## config.mk

```make
export PLATFORM = sky130hd
export DESIGN_NAME = cv32e40p_instr_aligner
export DESIGN_NICKNAME = d
export VERILOG_FILES = /design/src/rtl/cv32e40p_instr_aligner.sv
export SDC_FILE = /design/constraint.sdc
export NUM_CORES = 1
export LEC_CHECK = 0
export BUFFER_PORTS_ARGS = -buffer_cell sky130_fd_sc_hd__buf_2
export CAP_MARGIN = 25
export CORE_MARGIN = 4
export CORE_UTILIZATION = 50
export DETAILED_ROUTE_END_ITERATION = 7
export PLACE_DENSITY = 0.82
export REMOVE_ABC_BUFFERS = 1
export SYNTH_ARGS = -nofsm -noshare
export SYNTH_HDL_FRONTEND = slang
export SYNTH_SLANG_ARGS = --single-unit
```

## constraint.sdc

```tcl
create_clock -name clk_i -period 5.1 [get_ports clk_i]
set_input_delay 0.255 -clock clk_i [delete_from_list [all_inputs] [get_ports clk_i]]
set_output_delay 0.255 -clock clk_i [all_outputs]
set_load 0.03 [all_outputs]
```

## src/rtl/cv32e40p_instr_aligner.sv

```systemverilog
// Instruction aligner: turns word-aligned prefetch FIFO entries into one
// RV32IC instruction per transfer. It splits words that hold compressed
// instructions and stitches 32-bit instructions that straddle two words.
module cv32e40p_instr_aligner #(
  parameter bit ERR_EN = 1'b1
) (
  input  logic        clk_i,
  input  logic        rst_i,
  input  logic [31:0] boot_addr_i,
  input  logic        fetch_valid_i,
  input  logic [31:0] fetch_rdata_i,
  input  logic        fetch_err_i,
  output logic        fetch_pop_o,
  input  logic        branch_i,
  input  logic [31:0] branch_addr_i,
  output logic        instr_valid_o,
  output logic [31:0] instr_o,
  output logic        instr_compressed_o,
  output logic        instr_err_o,
  output logic [31:0] pc_o,
  input  logic        if_valid_i
);

  typedef enum logic [1:0] {
    StAligned32,
    StMisaligned32,
    StBranchMisaligned
  } state_e;

  state_e      state_q, state_d;
  logic [31:0] pc_q, pc_d;
  // Upper half of the most recently popped word and its error flag
  logic [15:0] r_h_q, r_h_d;
  logic        r_err_q, r_err_d;

  logic [15:0] lo_h, hi_h;
  logic        lo_is32, hi_is32, rh_is32;
  logic        err;

  assign lo_h    = fetch_rdata_i[15:0];
  assign hi_h    = fetch_rdata_i[31:16];
  assign lo_is32 = (lo_h[1:0] == 2'b11);
  assign hi_is32 = (hi_h[1:0] == 2'b11);
  assign rh_is32 = (r_h_q[1:0] == 2'b11);

  assign pc_o = pc_q;

  // Next-state and output decode; a redirect overrides everything the FSM decided
  always_comb begin
    state_d            = state_q;
    pc_d               = pc_q;
    r_h_d              = r_h_q;
    r_err_d            = r_err_q;
    instr_valid_o      = 1'b0;
    fetch_pop_o        = 1'b0;
    instr_o            = fetch_rdata_i;
    instr_compressed_o = 1'b0;
    err                = 1'b0;

    case (state_q)
      StAligned32: begin
        instr_valid_o = fetch_valid_i;
        err           = fetch_err_i;
        if (lo_is32) begin
          instr_o = fetch_rdata_i;
        end else begin
          instr_o            = {16'h0000, lo_h};
          instr_compressed_o = 1'b1;
        end
        if (fetch_valid_i && if_valid_i) begin
          fetch_pop_o = 1'b1;
          if (lo_is32) begin
            pc_d = pc_q + 32'd4;
          end else begin
            // Upper half becomes the start of the next instruction
            pc_d    = pc_q + 32'd2;
            r_h_d   = hi_h;
            r_err_d = fetch_err_i;
            state_d = StMisaligned32;
          end
        end
      end

      StMisaligned32: begin
        if (rh_is32) begin
          // Straddling instruction: low half held, high half from the head word
          instr_o       = {lo_h, r_h_q};
          instr_valid_o = fetch_valid_i;
          err           = r_err_q | fetch_err_i;
          if (fetch_valid_i && if_valid_i) begin
            fetch_pop_o = 1'b1;
            r_h_d       = hi_h;
            r_err_d     = fetch_err_i;
            pc_d        = pc_q + 32'd4;
          end
        end else begin
          // Held compressed instruction needs nothing from the FIFO
          instr_o            = {16'h0000, r_h_q};
          instr_compressed_o = 1'b1;
          instr_valid_o      = 1'b1;
          err                = r_err_q;
          if (if_valid_i) begin
            pc_d    = pc_q + 32'd2;
            state_d = StAligned32;
          end
        end
      end

      StBranchMisaligned: begin
        // Target sits in the upper half; the lower half is discarded
        if (hi_is32) begin
          if (fetch_valid_i) begin
            fetch_pop_o = 1'b1;
            r_h_d       = hi_h;
            r_err_d     = fetch_err_i;
            state_d     = StMisaligned32;
          end
        end else begin
          instr_o            = {16'h0000, hi_h};
          instr_compressed_o = 1'b1;
          instr_valid_o      = fetch_valid_i;
          err                = fetch_err_i;
          if (fetch_valid_i && if_valid_i) begin
            fetch_pop_o = 1'b1;
            pc_d        = pc_q + 32'd2;
            state_d     = StAligned32;
          end
        end
      end

      default: begin
        state_d = StAligned32;
      end
    endcase

    if (branch_i) begin
      instr_valid_o = 1'b0;
      fetch_pop_o   = 1'b0;
      pc_d          = branch_addr_i;
      r_h_d         = 16'h0000;
      r_err_d       = 1'b0;
      state_d       = branch_addr_i[1] ? StBranchMisaligned : StAligned32;
    end

    if (rst_i) begin
      instr_valid_o = 1'b0;
      fetch_pop_o   = 1'b0;
    end

    instr_err_o = ERR_EN ? err : 1'b0;
  end

  // State registers with synchronous reset to the boot address
  always_ff @(posedge clk_i) begin
    if (rst_i) begin
      state_q <= boot_addr_i[1] ? StBranchMisaligned : StAligned32;
      pc_q    <= boot_addr_i;
      r_h_q   <= 16'h0000;
      r_err_q <= 1'b0;
    end else begin
      state_q <= state_d;
      pc_q    <= pc_d;
      r_h_q   <= r_h_d;
      r_err_q <= ERR_EN ? r_err_d : 1'b0;
    end
  end

endmodule

```

Word level (Yosys, flattened, before mapping)
Cells that the tools add are included.
{"block": "totals", "out_inout_bits": 68, "regBits": 51, "elab_cells": 95}
{"block": "op_classes", "n_reduce_logical": 8, "mux": 59, "bitwise_logic": 1, "eq_ne": 21, "n_addsub": 2}
{"op": "2-to-1 mux 32 bit", "n": 12}
{"op": "one-hot mux 32 bit (3 select lines)", "n": 2}
{"op": "2-to-1 mux 16 bit", "n": 6}
{"op": "one-hot mux 16 bit (3 select lines)", "n": 1}
{"op": "adder 32 x 2 -> 32 bit (second input constant)", "n": 1}
{"op": "adder 32 x 3 -> 32 bit (second input constant)", "n": 1}
{"op": "!= test 4 bit (second input constant)", "n": 6}
{"op": "2-to-1 mux 2 bit", "n": 11}
{"op": "2-to-1 mux 1 bit", "n": 21}
{"op": "!= test 5 bit (second input constant)", "n": 4}
{"op": "one-hot mux 1 bit (3 select lines)", "n": 5}
{"op": "!= test 2 bit (second input constant)", "n": 6}
{"op": "AND reduction 6 bit", "n": 2}
{"op": "== test 2 bit (second input constant)", "n": 4}
{"op": "AND reduction 7 bit", "n": 1}
{"op": "one-hot mux 2 bit (3 select lines)", "n": 1}
{"op": "nonzero test 5 bit", "n": 1}
{"op": "nonzero test 3 bit", "n": 1}
{"op": "== test 2 x 1 -> 1 bit (second input constant)", "n": 1}
{"op": "logical NOT 2 bit", "n": 1}
{"op": "OR reduction 2 bit", "n": 1}
{"op": "logical AND 1 bit", "n": 1}
{"op": "bitwise OR 1 bit", "n": 1}

Logic depth before layout (Yosys ltp)
Gate-level depths: netlist of the first run.
{"block": "depth", "depth_word": 6, "ltp_mapped": 10, "depth_no_buf": 8}

Worst setup path before layout of the first run
OpenSTA, ideal clock, no wires.
{"block": "synth_path", "path_type": "register -> register", "start": "register state_q[0]", "end": "register pc_q[10], in the netlist pc_o[10] (enable)", "synth_period_minus_slack_ps": 3929, "path_stages_with_launch": 8, "arrival_time_ps": 3470, "setup_ps": 459, "path_slack_ps": 1171, "path_cell_list": "edfxtp_1 -> ha_1 -> buf_2 -> and3_1 -> clkbuf_1 -> nor3_1 -> a31oi_1 -> o21ai_0"}
{"block": "synth_between", "elab_chain_cells": 3, "word_cells_on_any_way": 10, "cone_classes": "7 x eq/ne; 3 x reduce/logical"}
{"element": "start, declared", "line_no": "30", "rtl": "state_e state_q, state_d;"}
{"element": "start signal, assigned", "line_no": "156", "rtl": "state_q <= boot_addr_i[1] ? StBranchMisaligned : StAligned32;"}
{"element": "start signal, assigned", "line_no": "161", "rtl": "state_q <= state_d;"}
{"element": "== test 2 x 1 -> 1 bit, or another cell as far along", "line_no": "60", "rtl": "case (state_q)"}
{"element": "!= test 5 bit (no source line), or another cell as far along"}
{"element": "AND reduction 6 bit (no source line) *"}
{"element": "end signal, assigned", "line_no": "157", "rtl": "pc_q <= boot_addr_i;"}
{"element": "end signal, assigned", "line_no": "162", "rtl": "pc_q <= pc_d;"}
{"element": "end, declared", "line_no": "31", "rtl": "logic [31:0] pc_q, pc_d;"}
Mark *: on every way between the ends. The rest lies on a longest branch, timed or not.
A chain may end at the register's enable or synchronous reset.

Worst setup path in the final report of the first run
{"block": "layout_path", "start": "register state_q[1]", "end": "output instr_o[28]"}
{"block": "layout_between", "elab_chain_cells": 2, "word_cells_on_any_way": 4, "cone_classes": "2 x eq/ne; 1 x mux; 1 x reduce/logical"}
{"element": "== test 2 bit, or another cell as far along", "line_no": "60"}
{"element": "one-hot mux 32 bit (3 select lines) *", "line_no": "60"}
{"element": "end, declared", "line_no": "17", "rtl": "output logic [31:0] instr_o,"}
Marks and branches as above.

==> summary by stage, run 1 <==
Global routing
The largest net degree at the start of global routing is 28. The via count of the first global-routing pass is between 4,000 and 5,000. The first global-routing pass estimated approximately 23 mm of wire. The total congestion overflow after global routing is 0. The global-route usage over all layers is 0.2934. The number of antenna violations at the first check in global routing came to 0.

CTS
TritonCTS created 5 clock buffers. In this run the post-CTS setup repair buffer count came out at 0. The root buffer cell chosen for the clock tree is sky130_fd_sc_hd__clkbuf_8.

Clock-pin slew was measured on the worst setup and hold paths at ~0.10 ns. The number of gates resized after CTS was 0. TritonCTS built the clock tree.

At the later pin of the worst-skew pair, clock insertion delay measures between 0.3 and 0.4 ns. The count of hold buffers inserted by post-cts repair is 0. The clock passes through at most 2 buffers.

The H-tree generated during clock tree synthesis spans 2 levels. The sink count of the clock tree is around 50.

Route
The starting DRC count in detailed routing is 344. The detail route stage leaves a number of antenna-violating nets equal to 0. The routed design has about 15 mm of wire. For this block, the via count after detailed routing is 4,813. The first detailed-routing pass ran for 5 iterations. The average detailed-routed wire length per instance is between 15 and 20 µm. The remaining design rule violation count is 0. Using the TritonRoute via totals, the vias-per-cell ratio works out to approximately 6.3.

Power
The share of total power dissipated in the clock network is 0.198. Of the total power, the share spent switching nets is 0.4348. The reported leakage power is slightly above 2 nW.

The total power of the final layout is 1.537 mW. The relative contribution of sequential cells to total power is 0.380. The part of the power in combinational logic is 0.422. The worst IR drop on VDD is around 0.15 mV. Power spread over the standard cell area amounts to just over 300 nW/µm². The internal power of the cells totals slightly below 900 µW. In this run the power spent charging and discharging nets is 668.4 µW.

Synthesis
The synthesized area divided by synthesized cell count is a little over 8 µm². In the synthesized netlist the dominant register cell turns out to be sky130_fd_sc_hd__edfxtp_1. For this run, the register share of the synthesized area comes to 0.3264. The post-synthesis instance total is a little over 500. For this run, the number of Yosys warnings is 0.

Counting flops with a built-in enable in the synthesized netlist gives 34. Synthesis inferred just over 50 register bits. The number of different library cells in the post-synthesis netlist is 67.

After synthesis, the share of flip-flops with an asynchronous set or reset is 0. The netlist area before placement is between 4000 and 5000 µm².

Placed design
The port buffer count is 169. The global placer's final weighted congestion is 0.9862. Once detailed placement completed, the half-perimeter wirelength came to between 10 and 15 mm.

Timing
For the final routed database, the setup TNS stands at 0 ns. Setup violations remaining at the end of the flow were counted as 0. Setup repair after global routing left no endpoint under its margin.

The final clock period utilization by the worst path is 0.6895. Across all hold checks on the routed design, the worst slack comes to roughly 0.21 ns. The count of final max-slew check failures is 0. The upper clock frequency limit is about 0.28 GHz.

The post-route minimum period is around 3.5 ns. Headroom to the max-slew limit came out at 0.3353. The final clock skew is around 0.013 ns. The final count of hold timing violations is 0.

The measured slew at the worst slew-check pin is about 1 ns.

Worst setup path
The buffering stage count on the worst path with inverters included is 2. The largest individual stage delay along the critical path comes from the cell sky130_fd_sc_hd__nor2b_1. The category of the most critical setup path is reg -> out. The worst-path maximum fanout is 25.

Traced cell by cell, the critical path runs through inv_1 -> ha_1 -> and3_1 -> nor2b_1 -> a22o_1 -> buf_2. The delay of the slowest cell on the worst path is about 0.80 ns. Data on the critical path arrives at its endpoint at 3.26 ns.

At the worst endpoint, the required time is between 4 and 5 ns. The type of destination of the critical path is a primary output. The type of origin of the critical path is a flip-flop. The cell family contributing the most delay on the critical path is simple AND/OR/NAND/NOR gates.

Final layout
0 antenna diodes ended up in the layout. Summing all flip-flop and latch instances after layout gives between 1000 and 1500 µm². In the final layout, the share of cells above drive strength 1 is 0.3017.

The final net count is 760. The count of fill cells added during filler insertion is 758. From synthesis to final layout, the design area changed by 21.84%. The multi-input combinational cells in the finished layout cover a total of 2556 µm².

Worst hold path
The path class of the tightest hold or removal check is in -> reg.

Floorplan
The floorplan step defined a die boundary enclosing a little under 10,000 µm². The die width is between 90 and 100 µm. For this configuration, the core starts out at a cell density of 0.5101. The placement row count is 33.

The height of the die is roughly 100 µm. 170 I/O pins were placed. The placeable core area is 8175 µm².

Job
The reported max-cap violation count is 0.

Status
The flow ran to the end, and the final reports show no timing, DRC or antenna violations.
==> area by class of cell <==
cell class | count | area share
Clock buffer | 8 | 0.02413
Inverter | 9 | 0.006649
Multi-Input combinational cell | 412 | 0.5031
Sequential cell | 51 | 0.2679
Tap cell | 105 | 0.02586
Timing Repair Buffer | 173 | 0.1724
==> through the flow <==
| stage | instance area (µm²) | utilization | setup WS (ns) | instances |
|---|---|---|---|---|
| finish | 5081 | 0.6215 | 1.583 | 758 |
| global route | 5081 | 0.6215 | 1.313 | 758 |
| CTS | 5074 | 0.6206 | 1.616 | 757 |
| floorplan | 3948 | - | 1.016 | 472 |
| detailed placement | 4951 | 0.6056 | 1.968 | 749 |
| global placement | 4951 | 0.6056 | 2.074 | 749 |
==> synth_stat cells (4+ instances only) <==
library cell	instances	area, µm²
sky130_fd_sc_hd__nand2_1	52	195.2
sky130_fd_sc_hd__nor2_1	40	150.1
sky130_fd_sc_hd__o31ai_1	5	37.54
sky130_fd_sc_hd__and4_1	4	35.03
sky130_fd_sc_hd__clkbuf_1	24	90.09
sky130_fd_sc_hd__a31oi_1	10	62.56
sky130_fd_sc_hd__inv_1	7	26.28
sky130_fd_sc_hd__o21ai_1	22	110.1
sky130_fd_sc_hd__a22o_1	17	148.9
sky130_fd_sc_hd__buf_2	6	30.03
sky130_fd_sc_hd__o22ai_1	19	118.9
sky130_fd_sc_hd__ha_1	6	75.07
sky130_fd_sc_hd__mux2i_1	19	190.2
sky130_fd_sc_hd__nand2b_1	5	31.28
sky130_fd_sc_hd__a21o_1	4	30.03
sky130_fd_sc_hd__or3_1	8	50.05
sky130_fd_sc_hd__a22oi_1	28	210.2
sky130_fd_sc_hd__nor3_1	11	55.05
sky130_fd_sc_hd__o41ai_1	4	35.03
sky130_fd_sc_hd__and3_1	6	37.54
sky130_fd_sc_hd__or4_1	4	30.03
sky130_fd_sc_hd__nor4_1	5	31.28
sky130_fd_sc_hd__a21oi_1	31	155.2
sky130_fd_sc_hd__o21ai_0	33	165.2
sky130_fd_sc_hd__dfxtp_1	17	340.3
sky130_fd_sc_hd__nand3_1	17	85.08
sky130_fd_sc_hd__nand4_1	14	87.58
sky130_fd_sc_hd__edfxtp_1	34	1021
==> cells in the final DEF, fill, tap and decap left out, drive strengths merged, types with 10 or more instances in the layout <==
master and n:
nor3 11, nor2 41, nand3 19, mux2i 19
o21ai 56, nand4 14, buf 173, nand2 52
a22o 18, edfxtp 34, o22ai 19, dfxtp 17
a22oi 28, a31oi 10, a21oi 31
==> kinds of logic after synthesis <==
group,Yosys count,share of synthesized area
AO/OA/AOI/OAI,199,0.3120
AND/OR/NAND/NOR,187,0.2343
flip-flops,51,0.3264
buffers and inverters,47,0.06151
multiplexers,19,0.04560
adder cells (fa/ha/maj),6,0.01800
XOR/XNOR,1,0.002101
==> power groups by stage <==
| stage | Combinational, mW | Sequential [mW] | Clock, mW |
|---|---|---|---|
| after global routing | 0.701 | 0.592 | 0.323 |
| after detailed placement | 0.642 | 0.589 | 0 |
| after global placement | 0.634 | 0.589 | 0 |
| after CTS | 0.645 | 0.580 | 0.306 |
| final | 0.649 | 0.584 | 0.305 |
| after floorplan | 0.356 | 0.641 | 0 |
==> sequential cells by signal, indices dropped and copies added (netlist names) <==
register,flops
pc_o,32
r_h_q,16
state_q,2
r_err_q,1
==> routing by layer <==
| metal | part of all wire | track usage | vias up | routed length [µm] |
|---|---|---|---|---|
| li1 | - | - | 2270 | - |
| met1 | 0.39 | 0.3663 | 2196 | 5691 |
| met2 | 0.47 | 0.5062 | 299 | 6920 |
| met3 | 0.11 | 0.05540 | 48 | 1622 |
| met4 | 0.035 | 0.1040 | 0 | 521 |
| met5 | 0 | 0 | - | 0 |
==> worst paths after layout <==
path	slack, ns	to	cells past startpoint	start
setup reg to reg	1.86	pc_o[10]	8	state_q[1]
setup / recovery	1.58	instr_o[28]	6	state_q[1]
hold reg to reg	0.51	r_h_q[6]	2	r_h_q[6]
hold / removal	0.21	r_err_q	3	fetch_err_i
==> worst register-to-register path: stages, from the launching register on <==
cell and delay [ns]:
sky130_fd_sc_hd__edfxtp_1 0.43, sky130_fd_sc_hd__inv_1 0.10, sky130_fd_sc_hd__ha_1 0.73, sky130_fd_sc_hd__nand4_1 0.26, sky130_fd_sc_hd__o21ai_2 0.32, sky130_fd_sc_hd__nor2_1 0.36, sky130_fd_sc_hd__or4_1 0.47, sky130_fd_sc_hd__a211o_1 0.27
sky130_fd_sc_hd__a2bb2oi_1 0.15
(Power assumes the default switching activity.)
==> run 2: changes to the inputs <==
==> constraint.sdc (replaced) <==
create_clock -name clk_i -period 3.45 [get_ports clk_i]
set_input_delay 0.1725 -clock clk_i [delete_from_list [all_inputs] [get_ports clk_i]]
set_output_delay 0.1725 -clock clk_i [all_outputs]
set_load 0.03 [all_outputs]
==> run 2 against run 1 <==
Against the previous run:
- hold slack got worse by 0.096 ns
- register-to-register slack got worse by 1.1 ns
- total power rose by 47%
- clock skew fell by 0.0042 ns
- non-clock buffer count rose by 7
- first-iteration DRC count rose by 19%
- wire length rose by 0.81%
==> summary by stage, run 2 (synthesis results as in run 1) <==
Status
The run finished with clean final reports.

Floorplan
The placeable core area is 8175 µm² (unchanged). The total die area is 9865 µm² (unchanged). The initial standard-cell utilization of the core was 0.5101 (unchanged). The count of pins on the block boundary is 170 (unchanged).

The placement row count is 33 (unchanged). The die width is 99.33 µm (unchanged). The height of the die is 99.33 µm (unchanged).

Placed design
The placed instance area is 5011 µm² (+1.2%). The total half-perimeter wirelength after legalization and detailed placement is 11.10 mm (+0.21%). The port buffer count came to 169 (unchanged). The global placer's final weighted congestion is 0.9425 (-4.4%).

Final layout
The count of fill cells added during filler insertion is 767 (+1.2%). The top cell types in the final layout, fill and taps aside, are sky130_fd_sc_hd__buf_2, sky130_fd_sc_hd__nand2_1, sky130_fd_sc_hd__nor2_1, sky130_fd_sc_hd__edfxtp_1, sky130_fd_sc_hd__o21ai_0. The final standard cell area without fillers is 5122 µm² (+0.81%). The final net count is 767 (+0.92%). The most common cell after layout, fill and taps aside is sky130_fd_sc_hd__buf_2.

The flip-flop count of the largest register, all copies and words added was 32 (unchanged). The number of diodes added for antenna fixing is 0 (unchanged). The core occupancy in the finished layout is 0.6266 (+0.005051). The area of the multi-input gates is 2556 µm² (unchanged). The fraction of layout cells with a size suffix above 1 is 0.3106 (+0.008922).

The post-synthesis to final-layout area growth is 22.83%. The register area is 1361 µm² (unchanged).

Worst setup path
The number of cell instances on the worst register-to-register path was 7 (-1). The arrival time of the worst setup path is 2.63 ns (-0.63 ns). The instance count on the critical path is 5 (-1). The worst-path maximum fanout was 27 (+8.0%). Among cell families on the critical path, the largest total delay comes from adder cells. The critical path goes through ha_1 -> a31o_2 -> nand2b_1 -> a22o_1 -> buf_2. The type of origin of the critical path is a flip-flop. The buffering stage count on the worst path with inverters included was 1 (-1). The data required time of the critical path is 3.28 ns (-1.57 ns). The type of destination of the critical path is a primary output. The delay of the slowest cell on the worst path is 0.75 ns (-0.05 ns). The category of the most critical setup path is reg -> out. The standard cell with the maximum stage delay on the critical path is sky130_fd_sc_hd__ha_1.

Timing
The total negative slack for setup checks came to 0 ns (unchanged). The relative max-transition margin is 0.3352 (about the same). Setup repair after global routing left no endpoint under its margin. The measured slew at the worst slew-check pin is 0.9972 ns (+0.0001586 ns). The upper clock frequency limit is approximately 0.36 GHz.

The number of setup violations in the final report is 0 (unchanged). The worst hold margin was 0.1139 ns (-0.09560 ns). The final clock skew is 0.009264 ns (-0.004187 ns). Dividing the final minimum period by the clock period gives 0.8113. The count of final max-slew check failures is 0 (unchanged). The final count of hold timing violations came to 0 (unchanged). The clock period could shrink to ~2.8 ns.

Global routing
The number of antenna violations at the first check in global routing came to 0 (unchanged). The global-route wire length before repair is 23.27 mm (-0.50%). The global-route usage over all layers is 0.2897 (-0.003737). The largest net degree at the start of global routing is 31 (+11%). The total congestion overflow after global routing is 0 (unchanged). The via count of the first global-routing pass is 4,657 (-0.43%).

Job
The reported max-cap violation count is 0 (unchanged).

CTS
The TritonCTS buffer count was 5 (unchanged). The count of hold buffers inserted by post-cts repair is 0 (unchanged). The maximum clock path buffer count is 2 (unchanged). The clock tree from TritonCTS is done. The worst-skew pair later-pin latency is 0.32 ns (about the same). The sink count of the clock tree is 51 (unchanged). The post-cts sizing count was 0 (unchanged). The deepest level of the CTS H-tree came to 2 (unchanged). The post-CTS setup buffer count is 0 (unchanged).

The buffer cell driving the clock tree root is sky130_fd_sc_hd__clkbuf_8. The clock-pin slew reported for the worst setup and hold paths after clock tree synthesis is 0.10 ns (about the same).

Power
The total power of the final layout is 2.264 mW (+47%). The worst IR drop on VDD was 0.2019 mV (+33%). The reported leakage power is 2.099 nW (+1.4%). The power per cell area is 441.9 nW/µm² (+46%).

Worst hold path
The worst hold path belongs to the class in -> reg. The number of instances on the worst hold path is 3 (unchanged).

Route
The iteration count of the initial detailed-routing pass is 5 (unchanged). The starting DRC count in detailed routing is 410 (+19%). The wire length after detailed routing is 14.88 mm (+0.81%).

The remaining design rule violation count is 0 (unchanged). The number of routed nets with antenna violations is 0 (unchanged). The average detailed-routed wire length per instance is 19.44 µm (-0.11%). The average vias per placed instance is 6.417 (+1.1%). The via total after detailed routing is 4,909 (+2.0%).
## run 2: worst min-delay path, stage by stage
cell	delay [ns]
sky130_fd_sc_hd__buf_2	0.09
sky130_fd_sc_hd__mux2i_1	0.06
sky130_fd_sc_hd__nor2_1	0.07
## run 2: worst paths after layout
path | slack [ns] | endpoint | startpoint
worst max register to register | 0.75 | pc_o[29] | state_q[1]
worst min register to register | 0.51 | r_h_q[2] | r_h_q[2]
worst max-delay path | 0.65 | instr_o[19] | state_q[0]
worst min-delay path | 0.11 | r_err_q | fetch_err_i
## run 2: area by class of cell
| cell class | count | share of cell area |
|---|---|---|
| clock inverter | 2 | 0.003420 |
| clock buffer | 6 | 0.01832 |
| timing repair buffer | 180 | 0.1812 |
| multi-input combinational | 412 | 0.4990 |
| sequential | 51 | 0.2658 |
| tap | 105 | 0.02565 |
| inverter | 9 | 0.006595 |
## run 2: routing by layer
metal | share of wire | GRT usage
met3 | 0.11 | 0.05540
met5 | 0 | 0
met2 | 0.47 | 0.4985
met1 | 0.39 | 0.3606
met4 | 0.031 | 0.1061
## run 2: power breakdown
part | internal (mW) | switching, mW
combinational | 0.329 | 0.653
clock | 0.191 | 0.228
sequential | 0.736 | 0.125
## run 2: metrics by stage
step | setup slack [ns] | cells
after floorplan | -0.6342 | 472
after global placement | 0.9278 | 757
after detailed placement | 0.8207 | 757
after CTS | 0.6744 | 765
after global routing | 0.4802 | 765
final | 0.6511 | 765
